[config.mk]
export PLATFORM = sky130hd
export DESIGN_NAME = udp_tx_arbiter
export DESIGN_NICKNAME = d
export VERILOG_FILES = /design/src/rtl/udp_tx_arbiter.sv
export SDC_FILE = /design/constraint.sdc
export NUM_CORES = 1
export LEC_CHECK = 0
export CORE_MARGIN = 5
export CORE_UTILIZATION = 35
export DETAILED_ROUTE_END_ITERATION = 8
export GPL_TIMING_DRIVEN = 0
export PLACE_DENSITY = 0.75
export SLEW_MARGIN = 20
export SYNTH_ARGS = -nofsm -noshare
export SYNTH_HDL_FRONTEND = slang
export SYNTH_SLANG_ARGS = --single-unit
[constraint.sdc]
create_clock -name eth_tx_clk -period 4 [get_ports eth_tx_clk]
set_input_delay 0.8 -clock eth_tx_clk [delete_from_list [all_inputs] [get_ports eth_tx_clk]]
set_output_delay 0.8 -clock eth_tx_clk [all_outputs]
set_load 0.005 [all_outputs]
[src/rtl/udp_tx_arbiter.sv]
// udp_tx_arbiter: shares one UDP transmit engine between the audio cache
// stream (port A) and the control/status stream (port B). Packets are
// granted one at a time with round-robin fairness. An inter-packet gap and
// a completion timeout are enforced.
module udp_tx_arbiter #(
  parameter logic [15:0] MAX_BYTES   = 16'd1472,
  parameter logic [7:0]  GAP_CYC     = 8'd4,
  parameter logic [23:0] TIMEOUT_CYC = 24'd1_000_000
) (
  input  logic        eth_tx_clk,
  input  logic        rst,
  input  logic        a_tx_start_en,
  input  logic [15:0] a_tx_byte_num,
  input  logic [31:0] a_tx_data,
  output logic        a_tx_req,
  output logic        a_tx_done,
  input  logic        b_tx_start_en,
  input  logic [15:0] b_tx_byte_num,
  input  logic [31:0] b_tx_data,
  output logic        b_tx_req,
  output logic        b_tx_done,
  output logic        udp_tx_start_en,
  output logic [15:0] udp_tx_byte_num,
  output logic [31:0] udp_tx_data,
  input  logic        udp_tx_req,
  input  logic        udp_tx_done,
  output logic        drop,
  output logic        timeout
);

  typedef enum logic [1:0] {S_IDLE, S_START, S_WAIT, S_GAP} state_t;

  state_t      state_q, state_d;
  logic        grant_q, grant_d;   // 0 = A, 1 = B
  logic        last_q, last_d;     // 0 = A, 1 = B
  logic        pend_a_q, pend_a_d, pend_b_q, pend_b_d;
  logic [15:0] len_a_q, len_a_d, len_b_q, len_b_d;
  logic [15:0] bn_q, bn_d;
  logic [23:0] tmr_q, tmr_d;
  logic [7:0]  gap_q, gap_d;
  logic        done_a_q, done_a_d, done_b_q, done_b_d;
  logic        drop_q, drop_d;

  logic in_wait, busy_a, busy_b, acc_a, acc_b, tmo_hit;

  // A source counts as granted while its packet is being started or sent.
  assign in_wait = (state_q == S_WAIT);
  assign busy_a  = (state_q == S_START || in_wait) && !grant_q;
  assign busy_b  = (state_q == S_START || in_wait) &&  grant_q;
  assign acc_a   = a_tx_start_en && (a_tx_byte_num != '0) &&
                   (a_tx_byte_num <= MAX_BYTES) && !pend_a_q && !busy_a;
  assign acc_b   = b_tx_start_en && (b_tx_byte_num != '0) &&
                   (b_tx_byte_num <= MAX_BYTES) && !pend_b_q && !busy_b;
  assign tmo_hit = in_wait && !udp_tx_done && (tmr_q == TIMEOUT_CYC - 24'd1);

  assign udp_tx_start_en = (state_q == S_START);
  assign udp_tx_byte_num = bn_q;
  assign udp_tx_data     = in_wait ? (grant_q ? b_tx_data : a_tx_data) : '0;
  assign a_tx_req        = in_wait && !grant_q && udp_tx_req;
  assign b_tx_req        = in_wait &&  grant_q && udp_tx_req;
  assign a_tx_done       = done_a_q;
  assign b_tx_done       = done_b_q;
  assign drop            = drop_q;
  assign timeout         = tmo_hit;

  // Next-state: request acceptance, grant selection and packet sequencing.
  always_comb begin
    state_d  = state_q;
    grant_d  = grant_q;
    last_d   = last_q;
    pend_a_d = pend_a_q;
    pend_b_d = pend_b_q;
    len_a_d  = len_a_q;
    len_b_d  = len_b_q;
    bn_d     = bn_q;
    tmr_d    = tmr_q;
    gap_d    = gap_q;
    done_a_d = 1'b0;
    done_b_d = 1'b0;
    // Rejects on both ports in one cycle still make a single drop pulse.
    drop_d   = (a_tx_start_en && !acc_a) || (b_tx_start_en && !acc_b);

    if (acc_a) begin
      pend_a_d = 1'b1;
      len_a_d  = a_tx_byte_num;
    end
    if (acc_b) begin
      pend_b_d = 1'b1;
      len_b_d  = b_tx_byte_num;
    end

    case (state_q)
      S_IDLE: begin
        if (pend_a_q && (!pend_b_q || last_q)) begin
          grant_d = 1'b0;
          last_d  = 1'b0;
          bn_d    = len_a_q;
          state_d = S_START;
        end else if (pend_b_q) begin
          grant_d = 1'b1;
          last_d  = 1'b1;
          bn_d    = len_b_q;
          state_d = S_START;
        end
      end
      S_START: begin
        tmr_d   = '0;
        state_d = S_WAIT;
      end
      S_WAIT: begin
        if (udp_tx_done || tmo_hit) begin
          if (grant_q) pend_b_d = 1'b0;
          else         pend_a_d = 1'b0;
          done_a_d = udp_tx_done && !grant_q;
          done_b_d = udp_tx_done &&  grant_q;
          gap_d    = '0;
          state_d  = S_GAP;
        end else if (tmr_q != '1) begin
          tmr_d = tmr_q + 24'd1;
        end
      end
      S_GAP: begin
        if (gap_q >= GAP_CYC - 8'd1) begin
          state_d = S_IDLE;
        end else begin
          gap_d = gap_q + 8'd1;
        end
      end
      default: state_d = S_IDLE;
    endcase
  end

  // State register with synchronous reset.
  always_ff @(posedge eth_tx_clk) begin
    if (rst) begin
      state_q  <= S_IDLE;
      grant_q  <= 1'b0;
      last_q   <= 1'b1;
      pend_a_q <= 1'b0;
      pend_b_q <= 1'b0;
      len_a_q  <= '0;
      len_b_q  <= '0;
      bn_q     <= '0;
      tmr_q    <= '0;
      gap_q    <= '0;
      done_a_q <= 1'b0;
      done_b_q <= 1'b0;
      drop_q   <= 1'b0;
    end else begin
      state_q  <= state_d;
      grant_q  <= grant_d;
      last_q   <= last_d;
      pend_a_q <= pend_a_d;
      pend_b_q <= pend_b_d;
      len_a_q  <= len_a_d;
      len_b_q  <= len_b_d;
      bn_q     <= bn_d;
      tmr_q    <= tmr_d;
      gap_q    <= gap_d;
      done_a_q <= done_a_d;
      done_b_q <= done_b_d;
      drop_q   <= drop_d;
    end
  end

endmodule
==> flow_metrics.tcl <==
set metrics [dict create \
    slowest_delay_ns 0.49 \
    hold_buffers 0 \
    period_share_pct 93.7 \
    place.gp.congestion 0.897 \
    fin_skew_ns 0.00751 \
    grt_pass1_wl_mm 25.2 \
    finalHoldViolCount 0 \
    nets 821 \
    synth_top_area_share_pct 37.3 \
    vias 4994 \
    synth_cell_types 58 \
    tns_ns 0 \
    coreArea_sq_mm 0.0133 \
    synthArstFlopShare_pct 0 \
    wl_per_cell_um 17.7 \
    worstMarginPinSlew_ns 0.816 \
    period_needed_ns 3.75 \
    final_util_pct 51.6 \
    synth.avg_cell_area_sq_um 8.75 \
    route.detailed.drc 0 \
    n_fill_cell 1202 \
    fp.dieH_um 127 \
    finalWorstSetupSlack_ns 0.253 \
    yosysMostFrequentCell "dfxtp_1" \
    synth_area_sq_mm 0.00478 \
    ys_seq_elements 89 \
    path_buf_inv 6 \
    top_layer "met4" \
    grt_start_max_net_pins 18 \
    arrival_ns 2.95 \
    synth_nets 654 \
    max_slew_margin_pct 45.1 \
    drv_cap 0 \
    rows 42 \
    cts_tree "done" \
    p_leak_uw 0.00235 \
    slew_viol_final 0 \
    synth_top_cell_by_area "dfxtp_1" \
    ctsHtreeMaxLevel 3 \
    ir_drop_mv 0.240 \
    synth_area_leaders "dfxtp_1 (37%), mux2i_1 (12%), nor2_1 (4.6%)" \
    grt_pass1_vias 5115 \
    setup_violations 0 \
    power-per-cell-area_mw_per_mm2 342 \
    ctsLongestPathBuffers 2 \
    syn_inst 546 \
    portBuffers 156 \
    numCtsBuffers 9 \
    dp_hpwl_mm 12.3 \
    path_class "reg -> out" \
    yosysWarnings 0 \
    grt_antenna_before_repair 0 \
    rsz0062_at_grt "no" \
    clockRootBuffer "clkbuf_16" \
    cts.reportedPaths.clkPinSlew_ns 0.07 \
    wirelength_mm 15.8 \
    hp-class "reg -> reg" \
    critical-path-top-delay-family "buffers and inverters" \
    dr_wl_met2_mm 7.70 \
    ant_nets 0 \
    grt_overflow 0 \
    antenna_cells 0 \
    post_cts_resized 0 \
    start_util_pct 35.9 \
    cts_setup_buffers 0 \
    fp.dieArea_sq_mm 0.0161 \
    layout-drive-gt1-share_pct 7.24 \
    clock_sinks 89 \
    pre_cts_ws_ns 0.521 \
    synth_xor_area_share_pct 0.183 \
    drtPass1Iterations 5 \
    synth_top_family_by_area "simple AND/OR/NAND/NOR gates" \
    wl_met3_mm 1.23 \
    cp.required_ns 3.20 \
    worstSkewPairLatency_ns 0.34 \
    detail_route.vias_per_cell 5.59 \
    worst_path_max_delay_cell "clkdlybuf4s50_1" \
    crit_chain "inv_1 > ha_1 > buf_6 > inv_1 > clkbuf_1 > clkbuf_1 > nor2_1 > clkdlybuf4s50_1" \
    design.portCount 157 \
    fp.dieW_um 127 \
    endpoint_kind "primary output" \
    fmax_ghz 0.267 \
    synthFlopType "dfxtp_1" \
    drtIter0Drc 428 \
    path_max_fanout 10 \
    yosysSeqAreaShare_pct 37.3 \
    netlist_top_cells_count "dfxtp_1 (89), nor2_1 (59), mux2i_1 (58)" \
    synth_mux_area_share_pct 12.2 \
    synthAdderAreaFrac_pct 1.57 \
    area_delta_synth_final_pct 43.7 \
    synthSimpleGateAreaFrac_pct 24.5 \
    met1Wirelength_mm 6.60 \
    synth-edff-count 0 \
    synth_compound_area_share_pct 19.2 \
    grt_usage_pct 19.1 \
    start_kind "register" \
    outcome "complete, no violations" \
]
-- sequential cells by signal, indices dropped and copies added (netlist names) --
register and cells:
a_tx_done 1, b_tx_done 1, drop 1, gap_q 8, grant_q 1, last_q 1
len_a_q 16, len_b_q 16, pend_a_q 1, pend_b_q 1, state_q 2, tmr_q 24
udp_tx_byte_num 16
-- stage by stage --
stage	hold slack, ns	instances	instance area [sq um]	total power, uW
CTS	0.462	894	6860	2360
global placement	0.442	878	6560	1480
detailed placement	0.452	878	6560	1490
global route	0.485	894	6860	2450
finish	0.460	894	6860	2350
floorplan	0.434	546	4780	1210
-- area by class of cell --
cell class | instances | area (sq um) | share of cell area (%)
plain buffers | 40 | 209 | 3.04
clock buffers | 9 | 225 | 3.28
clock inverters | 7 | 81.3 | 1.18
inverters | 9 | 33.8 | 0.492
multi-input cells | 408 | 2750 | 40.1
flip-flops and latches | 89 | 1780 | 26.0
well taps | 176 | 220 | 3.21
repair buffers | 156 | 1560 | 22.7
-- power by group --
group          leakage [uW]  internal, uW  switching, uW
sequential         0.000718           902           13.0
clock              0.000153           496            380
combinational       0.00148           255            304
-- per-layer routing --
metal	up-vias	GRT usage, %
met1	2324	23.7
met3	24	4.79
met4	0	6.50
met2	264	32.4
li1	2382	-
met5	-	0
-- worst reg2reg max path, cell delays in order (launching register included) --
cell and delay, ns:
dfxtp_1 0.39, inv_1 0.09, ha_1 0.25, buf_6 0.16, inv_1 0.15, clkbuf_1 0.46
a21o_1 0.21, clkbuf_1 0.41, clkbuf_1 0.42, a21oi_1 0.10
-- cell families (layout without fill, tap and decap cells) --
family / Yosys count / after routing
xor+xnor: 1 / 1
mux: 58 / 58
flops: 89 / 89
simple gates: 216 / 216
fa+ha+maj: 6 / 6
compound gates: 127 / 127
buf+inv: 49 / 221
-- placed cells by master, fill, tap and decap left out, types with 10 or more instances in the layout --
cell               n
o31ai_1           16
clkdlybuf4s50_1  156
or4_1             17
nand2_1           47
nor4_1            13
nand3_1           15
nor3b_1           10
clkbuf_1          21
a21oi_1           39
mux2i_1           58
dfxtp_1           89
nor2_1            59
a211oi_1          19
-- worst paths after layout --
check                           slack (ns)                     from  cells past startpoint                 endpoint
worst max-delay path                  0.25  state_q[0]$_SDFFE_PP0P_                      8          udp_tx_data[28]
worst min-delay path                  0.46  len_a_q[2]$_SDFFE_PP0P_                      2  len_a_q[2]$_SDFFE_PP0P_
worst max register to register        1.23  state_q[0]$_SDFFE_PP0P_                      9   tmr_q[19]$_SDFFE_PP0P_
worst min register to register        0.46  len_a_q[2]$_SDFFE_PP0P_                      2  len_a_q[2]$_SDFFE_PP0P_
No activity file was read; power rests on OpenSTA's default activity.
